===== config.mk =====
export PLATFORM = sky130hd
export DESIGN_NAME = program_sequencer
export DESIGN_NICKNAME = d
export VERILOG_FILES = /design/src/rtl/program_sequencer.sv
export SDC_FILE = /design/constraint.sdc
export NUM_CORES = 1
export LEC_CHECK = 0
export ABC_CLOCK_PERIOD_IN_PS = 5200
export BUFFER_PORTS_ARGS = -buffer_cell sky130_fd_sc_hd__buf_4
export CAP_MARGIN = 10
export CORE_MARGIN = 10
export CORE_UTILIZATION = 25
export CTS_CLUSTER_DIAMETER = 60
export DETAILED_ROUTE_END_ITERATION = 16
export GPL_TIMING_DRIVEN = 0
export PLACE_DENSITY = 0.51
export SLEW_MARGIN = 20
export SYNTH_ARGS = -nofsm -noshare
export SYNTH_HDL_FRONTEND = slang
export SYNTH_SLANG_ARGS = --single-unit

===== constraint.sdc =====
create_clock -name clk -period 5.2 [get_ports clk]
set_input_delay 0.26 -clock clk [delete_from_list [all_inputs] [get_ports clk]]
set_output_delay 0.26 -clock clk [all_outputs]
set_load 0.1 [all_outputs]

===== src/rtl/program_sequencer.sv =====
// Program-address sequencer: increment, skip, jump, call/return with a circular
// return-address stack that keeps the newest STACK_DEPTH entries, plus sticky stack-error flags.
module program_sequencer #(
  parameter int ADDR_WIDTH  = 8,
  parameter int STACK_DEPTH = 4,
  parameter int RESET_ADDR  = 0
) (
  input  logic                             clk,
  input  logic                             reset,
  input  logic                             advance,
  input  logic                             jump,
  input  logic                             call,
  input  logic                             ret,
  input  logic                             skip,
  input  logic [ADDR_WIDTH-1:0]            target,
  output logic [ADDR_WIDTH-1:0]            pc,
  output logic [$clog2(STACK_DEPTH+1)-1:0] depth,
  output logic                             overflow,
  output logic                             underflow
);

  localparam int DW = $clog2(STACK_DEPTH + 1);
  localparam int PW = (STACK_DEPTH > 1) ? $clog2(STACK_DEPTH) : 1;

  logic [ADDR_WIDTH-1:0] stack_r [STACK_DEPTH];
  logic [PW-1:0]         wr_ptr_r;

  logic [ADDR_WIDTH-1:0] pc_s;
  logic [DW-1:0]         depth_s;
  logic                  overflow_s;
  logic                  underflow_s;
  logic                  push_s;
  logic                  pop_s;
  logic [ADDR_WIDTH-1:0] pc_inc_s;
  logic [PW-1:0]         top_ptr_s;

  // wr_ptr_r names the next slot to write; it wraps explicitly so any depth works.
  function automatic logic [PW-1:0] ptr_inc(input logic [PW-1:0] p);
    return (p == PW'(STACK_DEPTH - 1)) ? PW'(0) : p + PW'(1);
  endfunction

  function automatic logic [PW-1:0] ptr_dec(input logic [PW-1:0] p);
    return (p == PW'(0)) ? PW'(STACK_DEPTH - 1) : p - PW'(1);
  endfunction

  assign pc_inc_s  = pc + ADDR_WIDTH'(1);
  assign top_ptr_s = ptr_dec(wr_ptr_r);

  // Next-state selection with fixed priority ret > call > jump > skip > increment.
  always_comb begin
    pc_s        = pc;
    depth_s     = depth;
    overflow_s  = overflow;
    underflow_s = underflow;
    push_s      = 1'b0;
    pop_s       = 1'b0;
    if (advance) begin
      if (ret) begin
        if (depth != DW'(0)) begin
          pop_s   = 1'b1;
          pc_s    = stack_r[top_ptr_s];
          depth_s = depth - DW'(1);
        end else begin
          pc_s        = pc_inc_s;
          underflow_s = 1'b1;
        end
      end else if (call) begin
        push_s = 1'b1;
        pc_s   = target;
        // A full stack overwrites its oldest entry, which is the slot wr_ptr_r points at.
        if (depth == DW'(STACK_DEPTH)) begin
          overflow_s = 1'b1;
        end else begin
          depth_s = depth + DW'(1);
        end
      end else if (jump) begin
        pc_s = target;
      end else if (skip) begin
        pc_s = pc + ADDR_WIDTH'(2);
      end else begin
        pc_s = pc_inc_s;
      end
    end else begin
      pc_s = pc;
    end
  end

  // State registers; synchronous reset clears everything except stack contents.
  always_ff @(posedge clk) begin
    if (reset) begin
      pc        <= ADDR_WIDTH'(RESET_ADDR);
      depth     <= DW'(0);
      overflow  <= 1'b0;
      underflow <= 1'b0;
      wr_ptr_r  <= PW'(0);
    end else begin
      pc        <= pc_s;
      depth     <= depth_s;
      overflow  <= overflow_s;
      underflow <= underflow_s;
      if (push_s) begin
        stack_r[wr_ptr_r] <= pc_inc_s;
        wr_ptr_r          <= ptr_inc(wr_ptr_r);
      end else if (pop_s) begin
        wr_ptr_r <= top_ptr_s;
      end else begin
        wr_ptr_r <= wr_ptr_r;
      end
    end
  end

endmodule


### After elaboration in Yosys (flattened, before gate mapping)

Memories as Yosys holds them, arrays and structs flattened.
Cells that the tools add are included.

* memory bits (writable): 32
* bits of input ports: 15
* output and inout port bits: 13
* memories kept: 1
* flip-flop bits (word level): 15

Memory list
* stack_r: words 4, width 8, read ports 1, clocked after Yosys merged registers in 0, write ports 1, line 25 `logic [ADDR_WIDTH-1:0] stack_r [STACK_DEPTH];`

* add/subtract/negate cells: 6
* bitwise gates (word level): 2
* eq/ne operators: 4
* multiplexer cells: 22
* reduce and logical (&&, ||, !) cells: 7

Operators by type and width (number)
* 8-bit 2-to-1 mux: 5
* 3-bit 2-to-1 mux: 4
* 1-bit 2-to-1 mux: 9
* 8-bit by 1-bit adder with 8-bit output (second input constant): 1
* 8-bit by 2-bit adder with 8-bit output (second input constant): 1
* 2-bit 2-to-1 mux: 4
* 4-bit AND reduction: 2
* 2-bit nonzero test: 2
* 3-bit by 1-bit adder with 3-bit output (second input constant): 1
* 3-bit == test (second input constant): 1
* 3-bit AND reduction: 1
* 3-bit nonzero test: 1
* 3-bit by 1-bit subtractor with 3-bit output (second input constant): 1
* 2-bit by 1-bit adder with 2-bit output (second input constant): 1
* 2-bit == test (second input constant): 1
* 2-bit zero test: 1
* 2-bit by 1-bit != test with 1-bit output (second input constant): 1
* 2-bit != test (second input constant): 1
* 1-bit NOT: 2
* 2-bit by 1-bit subtractor with 2-bit output (second input constant): 1

### Logic depth before layout (Yosys ltp)

Gate-level depths: netlist of the first run.

* depth after elaboration: 6
* depth in mapped cells: 8
* depth with buffers taken out: 7

### Worst setup path after synthesis of the first run

No wires, ideal clock.

* path type: register to register
* start: reg pc[1]
* end: reg pc[6]
* library setup time: 128 ps
* slack: 2907 ps
* path buffers: 0
* period minus slack after synthesis: 2293 ps
* stages on the path, launching flop included: 7
* arrival: 2165 ps
* required time: 5072 ps
* cell sequence: dfxtp_1 > ha_1 > and3_1 > nand3_1 > o21ai_0 > xnor2_1 > o211ai_1

* word-level cells in the longest chain between the ends: 5
* elaborated cells between the ends (all ways): 7
* those cells by class: add/sub (2); mux (5)

RTL lines
* start: declaration: line 16 `output logic [ADDR_WIDTH-1:0] pc,`
* start signal: assignment: line 91 `pc <= ADDR_WIDTH'(RESET_ADDR);`
* start signal: assignment: line 97 `pc <= pc_s;`
* 8-bit by 1-bit adder with 8-bit output or 8-bit by 2-bit adder with 8-bit output (tied branches): line 46, 79
* 8-bit 2-to-1 mux: line 78 `end else if (skip) begin`
* 8-bit 2-to-1 mux: line 76 `end else if (jump) begin`
* 8-bit 2-to-1 mux: line 67 `end else if (call) begin`
* 8-bit 2-to-1 mux (*): line 58 `if (ret) begin`

Mark *: on every way between the ends. The rest lies on a longest branch, timed or not.
A chain may end at the register's enable or synchronous reset.

### Final worst setup path of the first run

* start: reg wr_ptr_r[0]
* end: reg pc[5]

* word-level cells in the longest chain between the ends: 5
* elaborated cells between the ends (all ways): 6
* those cells by class: add/sub (1); mux (3); reduce/logical (1); memory (1)

RTL lines
* start: declaration: line 26 `logic [PW-1:0] wr_ptr_r;`
* start signal: assignment: line 103 `wr_ptr_r <= ptr_inc(wr_ptr_r);`
* start signal: assignment: line 105 `wr_ptr_r <= top_ptr_s;`
* start signal: assignment: line 107 `wr_ptr_r <= wr_ptr_r;`
* 2-bit by 1-bit subtractor with 2-bit output or 2-bit zero test (tied branches): line 43 `return (p == PW'(0)) ? PW'(STACK_DEPTH - 1) : p - PW'(1);`
* 2-bit 2-to-1 mux (*): line 43
* memory read 4 x 8 bit (*)
* 8-bit 2-to-1 mux (*): line 59 `if (depth != DW'(0)) begin`
* 8-bit 2-to-1 mux (*): line 58

Marked as above.

==> flow_summary.ini, run 1 <==
[clocking]
clk_pin_slew_ps = 90
cts_inserted_buffers = 5
cts_setup_buffers = 0
clockBufferDepth = 2
numClockSinks = 47
holdBufCountCts = 0
clock-root-buffer = clkbuf_8
cts_resized = 0
cts_tree = done
htreeDepth = 2
worstSkewPairLatency_ps = 300

[yosys]
synth-seq-area-share = 0.508
async_reset_ff_frac = 0
ys_warn_count = 0
synthCells = 217
synth_edf_count = 32
syn_nets = 239
synth_seq_cells = 47
synthFlopType = edfxtp_1
syn_area_um2 = 2480
syn_avg_cell_area_um2 = 11.4
synth.distinct_cells = 49

[pwr]
p_sw_uw = 273
irDropWorstVdd_mv = 0.163
power_frac_seq = 0.458
p_leak_uw = 0.00105
p_per_area_nw_per_um2 = 318
pwr-share-comb = 0.205
swShare = 0.290
clock_power_share = 0.337
p_int_uw = 668

[setup_path]
critPathArrivalTime_ps = 2360
crit_path_max_fanout = 8
cp_data_required_time_ps = 5370
critPathKind = flop to flop
slowest_stage = mux4_1
cp-end-kind = flop
r2r_slack_ps = 3010
crit_path_cell_trace = inv_1, ha_1, nor2b_4, buf_6, mux4_1, a222oi_1, a21oi_1
max_stage_delay_ps = 570
start_kind = flop

[run_status]
status = finished, final reports clean

[die]
start_util = 0.255
core_um2 = 9730
die_area_um2 = 14300
dieHeight_um = 120
die_w_um = 120
ios = 28
num_rows = 36

[drt]
wl_um = 6380
drc = 0
wl_per_cell_um = 16.7
drtIter0Drc = 119
drt-pass1-iter-count = 4
vias = 1784
detail-route-antenna-nets = 0
via_per_inst = 4.67

[placement]
io_buffers = 24
dp_cells = 374
post_dp_cell_area_um2 = 2830
gp_congestion = 0.802
dpl.hpwl_um = 4600

[global_route]
gr-usage-all-layers = 0.0921
grt-ovfl-total = 0
grt_pass1_vias = 1875
grt_pass1_wl_um = 10400
grt_antenna_before_repair = 0
grt_max_degree = 15

[final_layout]
finalInstanceArea_um2 = 2960
instances_no_fill = 382
fin_nets = 270
area_growth_pct = 19.3
layout-drive-gt1-share = 0.185
multi_input_area_um2 = 1090
antenna_cells = 0
final-seq-area_um2 = 1260
fillCellCount = 1024
fin_util = 0.304

[timing]
max_freq_ghz = 0.457
max_slew_margin = 0.514
finalCriticalPeriod_ps = 2190
drv_slew = 0
finalHoldViolations = 0
rsz0062_at_grt = false
skew_ps = 7.04
period_share = 0.421
tightest_slew_ps = 727
tns_ps = 0
setup_viol = 0

[hold_path]
min-delay-path-class = input pin to flop

[run]
drv_cap = 0
-- critical path: cells and delay by family (launching register included) --
kind,cells,cell delay (ps)
mux,1,570
flops,1,450
compound gates,2,390
fa+ha+maj,1,260
buf+inv,2,250
simple gates,1,120
-- area by class of cell --
class | count | share of cell area
multi-input combinational | 149 | 0.369
timing repair buffer | 24 | 0.0609
buffer | 11 | 0.0300
inverter | 10 | 0.0127
sequential | 47 | 0.426
clock buffer | 6 | 0.0245
tap | 133 | 0.0562
clock inverter | 2 | 0.0203
-- per-stage QoR --
stage / hold WS, ps / power, uW / setup slack (ps)
floorplan: 447 / 581 / 2910
global placement: 453 / 631 / 3060
detailed placement: 461 / 633 / 3060
CTS: 151 / 950 / 3020
global route: 170 / 981 / 2880
finish: 155 / 941 / 3010
-- state kept, by name (all words and copies together), names as in the netlist --
name       flops
depth          3
overflow       1
pc             8
stack_r       32
underflow      1
wr_ptr_r       2
-- synth_stat cells (2+ instances only) --
library cell	n	share of area
o21bai_1	2	0.0060
ha_1	6	0.030
nor3_1	4	0.0081
a211oi_1	2	0.0060
xnor2_1	5	0.018
nor2b_1	3	0.0076
nor2_1	18	0.027
o211ai_1	4	0.012
inv_1	10	0.015
mux4_1	7	0.074
and3_1	2	0.0050
nand2_1	18	0.027
o311ai_0	2	0.0071
mux2i_1	2	0.0081
xor2_1	4	0.014
and2_1	6	0.015
a31oi_1	4	0.010
o21ai_0	15	0.030
buf_6	5	0.023
a222oi_1	3	0.012
buf_2	3	0.0060
a21oi_1	15	0.030
nand3_1	6	0.012
edfxtp_1	32	0.39
dfxtp_1	15	0.12
-- path summary, 6_finish.rpt --
path	start	end	cells after the start
setup / recovery	wr_ptr_r[0]	pc[5]	7
setup reg to reg	wr_ptr_r[0]	pc[5]	7
hold / removal	reset	depth[2]	2
hold reg to reg	underflow	underflow	2
-- cell usage in the layout, fill, tap and decap left out, types with 3 or more instances in the layout --
cell type | synthesis | final
xor2_1 | 4 | 4
nand3_1 | 6 | 6
nor2b_1 | 3 | 3
nand2_1 | 18 | 18
buf_2 | 3 | 3
a31oi_1 | 4 | 4
edfxtp_1 | 32 | 32
o211ai_1 | 4 | 4
mux4_1 | 7 | 7
buf_4 | 0 | 24
inv_1 | 10 | 10
dfxtp_1 | 15 | 15
a21oi_1 | 15 | 15
clkbuf_8 | 0 | 5
nor3_1 | 4 | 4
and2_1 | 6 | 6
a222oi_1 | 3 | 3
buf_6 | 5 | 5
nor2_1 | 18 | 18
xnor2_1 | 5 | 5
ha_1 | 6 | 6
o21ai_0 | 15 | 15
-- cells by family after synthesis --
kind of cell | count (synthesis) | share of synthesized area
buf+inv | 21 | 0.0509
xor+xnor | 9 | 0.0318
fa+ha+maj | 7 | 0.0383
compound gates | 57 | 0.147
simple gates | 66 | 0.132
mux | 10 | 0.0913
flops | 47 | 0.508
-- power groups by stage --
stage / sequential (uW) / clock, uW / combinational (uW)
2_1_floorplan: 493 / 0 / 87.6
3_5_place_dp: 439 / 0 / 194
5_1_grt: 433 / 337 / 211
6_report: 431 / 317 / 193
4_1_cts: 431 / 324 / 195
3_3_place_gp: 439 / 0 / 192
-- routing by layer --
metal  GRT usage  vias to the layer above  part of all wire
met5           0                        -                 0
met4      0.0264                        0             0.015
met3      0.0230                       10             0.049
met2       0.144                       37              0.47
met1       0.123                      855              0.47
li1            -                      882                 -
Note: power is estimated with default switching activity, not from simulation.
==> run 2: changes to the inputs <==
--- a/config.mk
+++ b/config.mk
@@ -5,7 +5,8 @@
 export SDC_FILE = /design/constraint.sdc
 export NUM_CORES = 1
 export LEC_CHECK = 0
-export ABC_CLOCK_PERIOD_IN_PS = 5200
+export ABC_AREA = 1
+export ABC_CLOCK_PERIOD_IN_PS = 2000
 export BUFFER_PORTS_ARGS = -buffer_cell sky130_fd_sc_hd__buf_4
 export CAP_MARGIN = 10
 export CORE_MARGIN = 10
@@ -13,7 +14,7 @@
 export CTS_CLUSTER_DIAMETER = 60
 export DETAILED_ROUTE_END_ITERATION = 16
 export GPL_TIMING_DRIVEN = 0
-export PLACE_DENSITY = 0.51
+export PLACE_DENSITY = 0.52
 export SLEW_MARGIN = 20
 export SYNTH_ARGS = -nofsm -noshare
 export SYNTH_HDL_FRONTEND = slang
==> constraint.sdc (replaced) <==
create_clock -name clk -period 2 [get_ports clk]
set_input_delay 0.1 -clock clk [delete_from_list [all_inputs] [get_ports clk]]
set_output_delay 0.1 -clock clk [all_outputs]
set_load 0.1 [all_outputs]
==> flow_summary.ini, run 2 <==
[yosys]
ys_warn_count = 0
synthCells = 281
syn_nets = 303
synth-seq-area-share = 0.515
ys_top_cells_by_count = nand2_1 (52), nor2_1 (36), edfxtp_1 (32)
synth.area.top_cells = edfxtp_1 (39%), dfxtp_1 (12%), nand2_1 (8.0%)
async_reset_ff_frac = 0
yosysTopAreaCell = edfxtp_1
synthFlopType = edfxtp_1
synth_top_cell_area_share = 0.393
synth.distinct_cells = 29
synth_seq_cells = 47
yosys.cell_count.top_type = nand2_1
synth_edf_count = 32
syn_avg_cell_area_um2 = 8.71
syn_area_um2 = 2450

[setup_path]
r2r_cells = 9
cp_data_required_time_ps = 2230
crit_path_max_fanout = 11
crit_path_cell_trace = inv_2, ha_1, clkbuf_4, clkinvlp_4, nor2_1, o21ai_1, nand3b_1, nand3_1, a21oi_1
critPathKind = flop to flop
critPathArrivalTime_ps = 2010
slowest_stage = dfxtp_2
start_kind = flop
cp-end-kind = flop
max_stage_delay_ps = 390

[final_layout]
fillCellCount = 1079
mostFrequentLayoutCells = nand2_1 (52), nor2_1 (36), edfxtp_1 (32), buf_4 (27), nand3_1 (27)
fin_nets = 337
largest_register_ffs = 32
final_common_cell = nand2_1
fin_util = 0.303
layout-drive-gt1-share = 0.206
final-seq-area_um2 = 1270
antenna_cells = 0
area_growth_pct = 19.2
reg.largest.list = stack_r: 32 flops, pc: 8 flops, depth: 3 flops
multi_input_area_um2 = 1030
top_register = stack_r

[drt]
wl_um = 6310
drtIter0Drc = 68
vias = 1939
wl_per_cell_um = 14.0
drc = 0
via_per_inst = 4.32
drt-pass1-iter-count = 4
detail-route-antenna-nets = 0

[global_route]
grt_pass1_wl_um = 10300
grt_max_degree = 16
grt_pass1_vias = 1979
gr-usage-all-layers = 0.0890
grt_antenna_before_repair = 0
grt-ovfl-total = 0

[clocking]
cts_inserted_buffers = 5
htreeDepth = 2
clk_pin_slew_ps = 90
clockBufferDepth = 2
holdBufCountCts = 0
numClockSinks = 47
worstSkewPairLatency_ps = 300
clock-root-buffer = clkbuf_8
cts_tree = done

[pwr]
irDropWorstVdd_mv = 0.362
p_leak_uw = 0.00112
p_per_area_nw_per_um2 = 803

[timing]
period_share = 0.891
drv_slew = 0
finalCriticalPeriod_ps = 1780
skew_ps = 6.11
tightest_slew_ps = 870
max_slew_margin = 0.418
rsz0062_at_grt = false
fin_ws_ps = 218
setup_viol = 0
finalHoldViolations = 0
max_freq_ghz = 0.561

[placement]
io_buffers = 25
place_ws_ps = -85.2
dpl.hpwl_um = 4690
gp_congestion = 0.838

[die]
dieHeight_um = 119
die_w_um = 119
ios = 28
start_util = 0.254
die_area_um2 = 14100
core_um2 = 9640
num_rows = 36

[hold_path]
hold_depth = 2
min-delay-path-class = input pin to flop

[run]
drv_cap = 0

[run_status]
status = finished, final reports clean
[run 2: cell types whose count changed in the layout (fill, tap and decap cells not counted), moves of 7 or more]
cell	before	now
nand2_1	18	52
nand3_1	6	27
nor2_1	18	36
inv_1	10	22
o21ai_1	0	11
inv_2	0	7
mux4_1	7	0
[run 2: cells by family (layout without fill, tap and decap cells)]
family                     count (synthesis)  in the layout  share of synthesized area
xor gates and xnor gates                   8              8                     0.0286
buffers and inverters                     38             73                     0.0654
adders and majority gates                  7              7                     0.0389
and+or+nand+nor                          128            128                      0.234
DFF                                       47             47                      0.515
AOI/OAI and AO/OA                         53             53                      0.118
[run 2: critical path: cells and delay by family, from the launching register on]
family / cells / cell delay (ps)
buffers and inverters: 3 / 500
flip-flops: 1 / 390
AND/OR/NAND/NOR: 3 / 320
adder cells (fa/ha/maj): 1 / 280
AO/OA/AOI/OAI: 2 / 220
[run 2: final cells by class]
cell class / count / share of cell area
flip-flops and latches: 47 / 0.434
plain buffers: 7 / 0.0167
inverters: 31 / 0.0412
multi-input cells: 196 / 0.352
repair buffers: 26 / 0.0669
well taps: 133 / 0.0570
clock inverters: 3 / 0.00686
clock buffers: 5 / 0.0236
repair inverters: 1 / 0.00172
[run 2: worst paths after layout]
check | start | to | slack (ps)
worst max-delay path | wr_ptr_r[0] | pc[0] | 220
worst min-delay path | reset | pc[1] | 30
worst max register to register | wr_ptr_r[0] | pc[0] | 220
worst min register to register | overflow | overflow | 460
[run 2: power by group]
part	leakage [uW]	internal (uW)	total (uW)	switching, uW
clock network	0.0000418	244	577	332
logic	0.000663	179	636	458
registers	0.000417	1090	1130	41.7
[run 2: through the flow]
step           setup TNS [ps]  cells  cell area [um2]  power [uW]  hold WS, ps
2_1_floorplan               0    281             2450        1610          162
3_3_place_gp            -74.1    439             2810        1770          356
3_5_place_dp            -85.2    439             2810        1780          359
4_1_cts                     0    449             2910        2370         26.9
5_1_grt                     0    449             2920        2470         23.6
6_report                    0    449             2920        2340         31.6
[run 2: metal layers]
| metal | routed length [um] | share of wire | GRT usage | vias up |
|---|---|---|---|---|
| met5 | 0 | 0 | 0 | - |
| met4 | 139 | 0.022 | 0.0328 | 0 |
| met3 | 294 | 0.047 | 0.0231 | 11 |
| met2 | 3000 | 0.48 | 0.147 | 46 |
| met1 | 2870 | 0.46 | 0.109 | 876 |
| li1 | - | - | - | 1006 |
[run 2: what timing repair did]
item | in CTS | in global routing
pin swaps | 0 | 1
setup endpoints to repair | 3 | 7
resized for setup | 1 | 3
gates cloned | 1 | 0
buffers inserted | 1 | 0
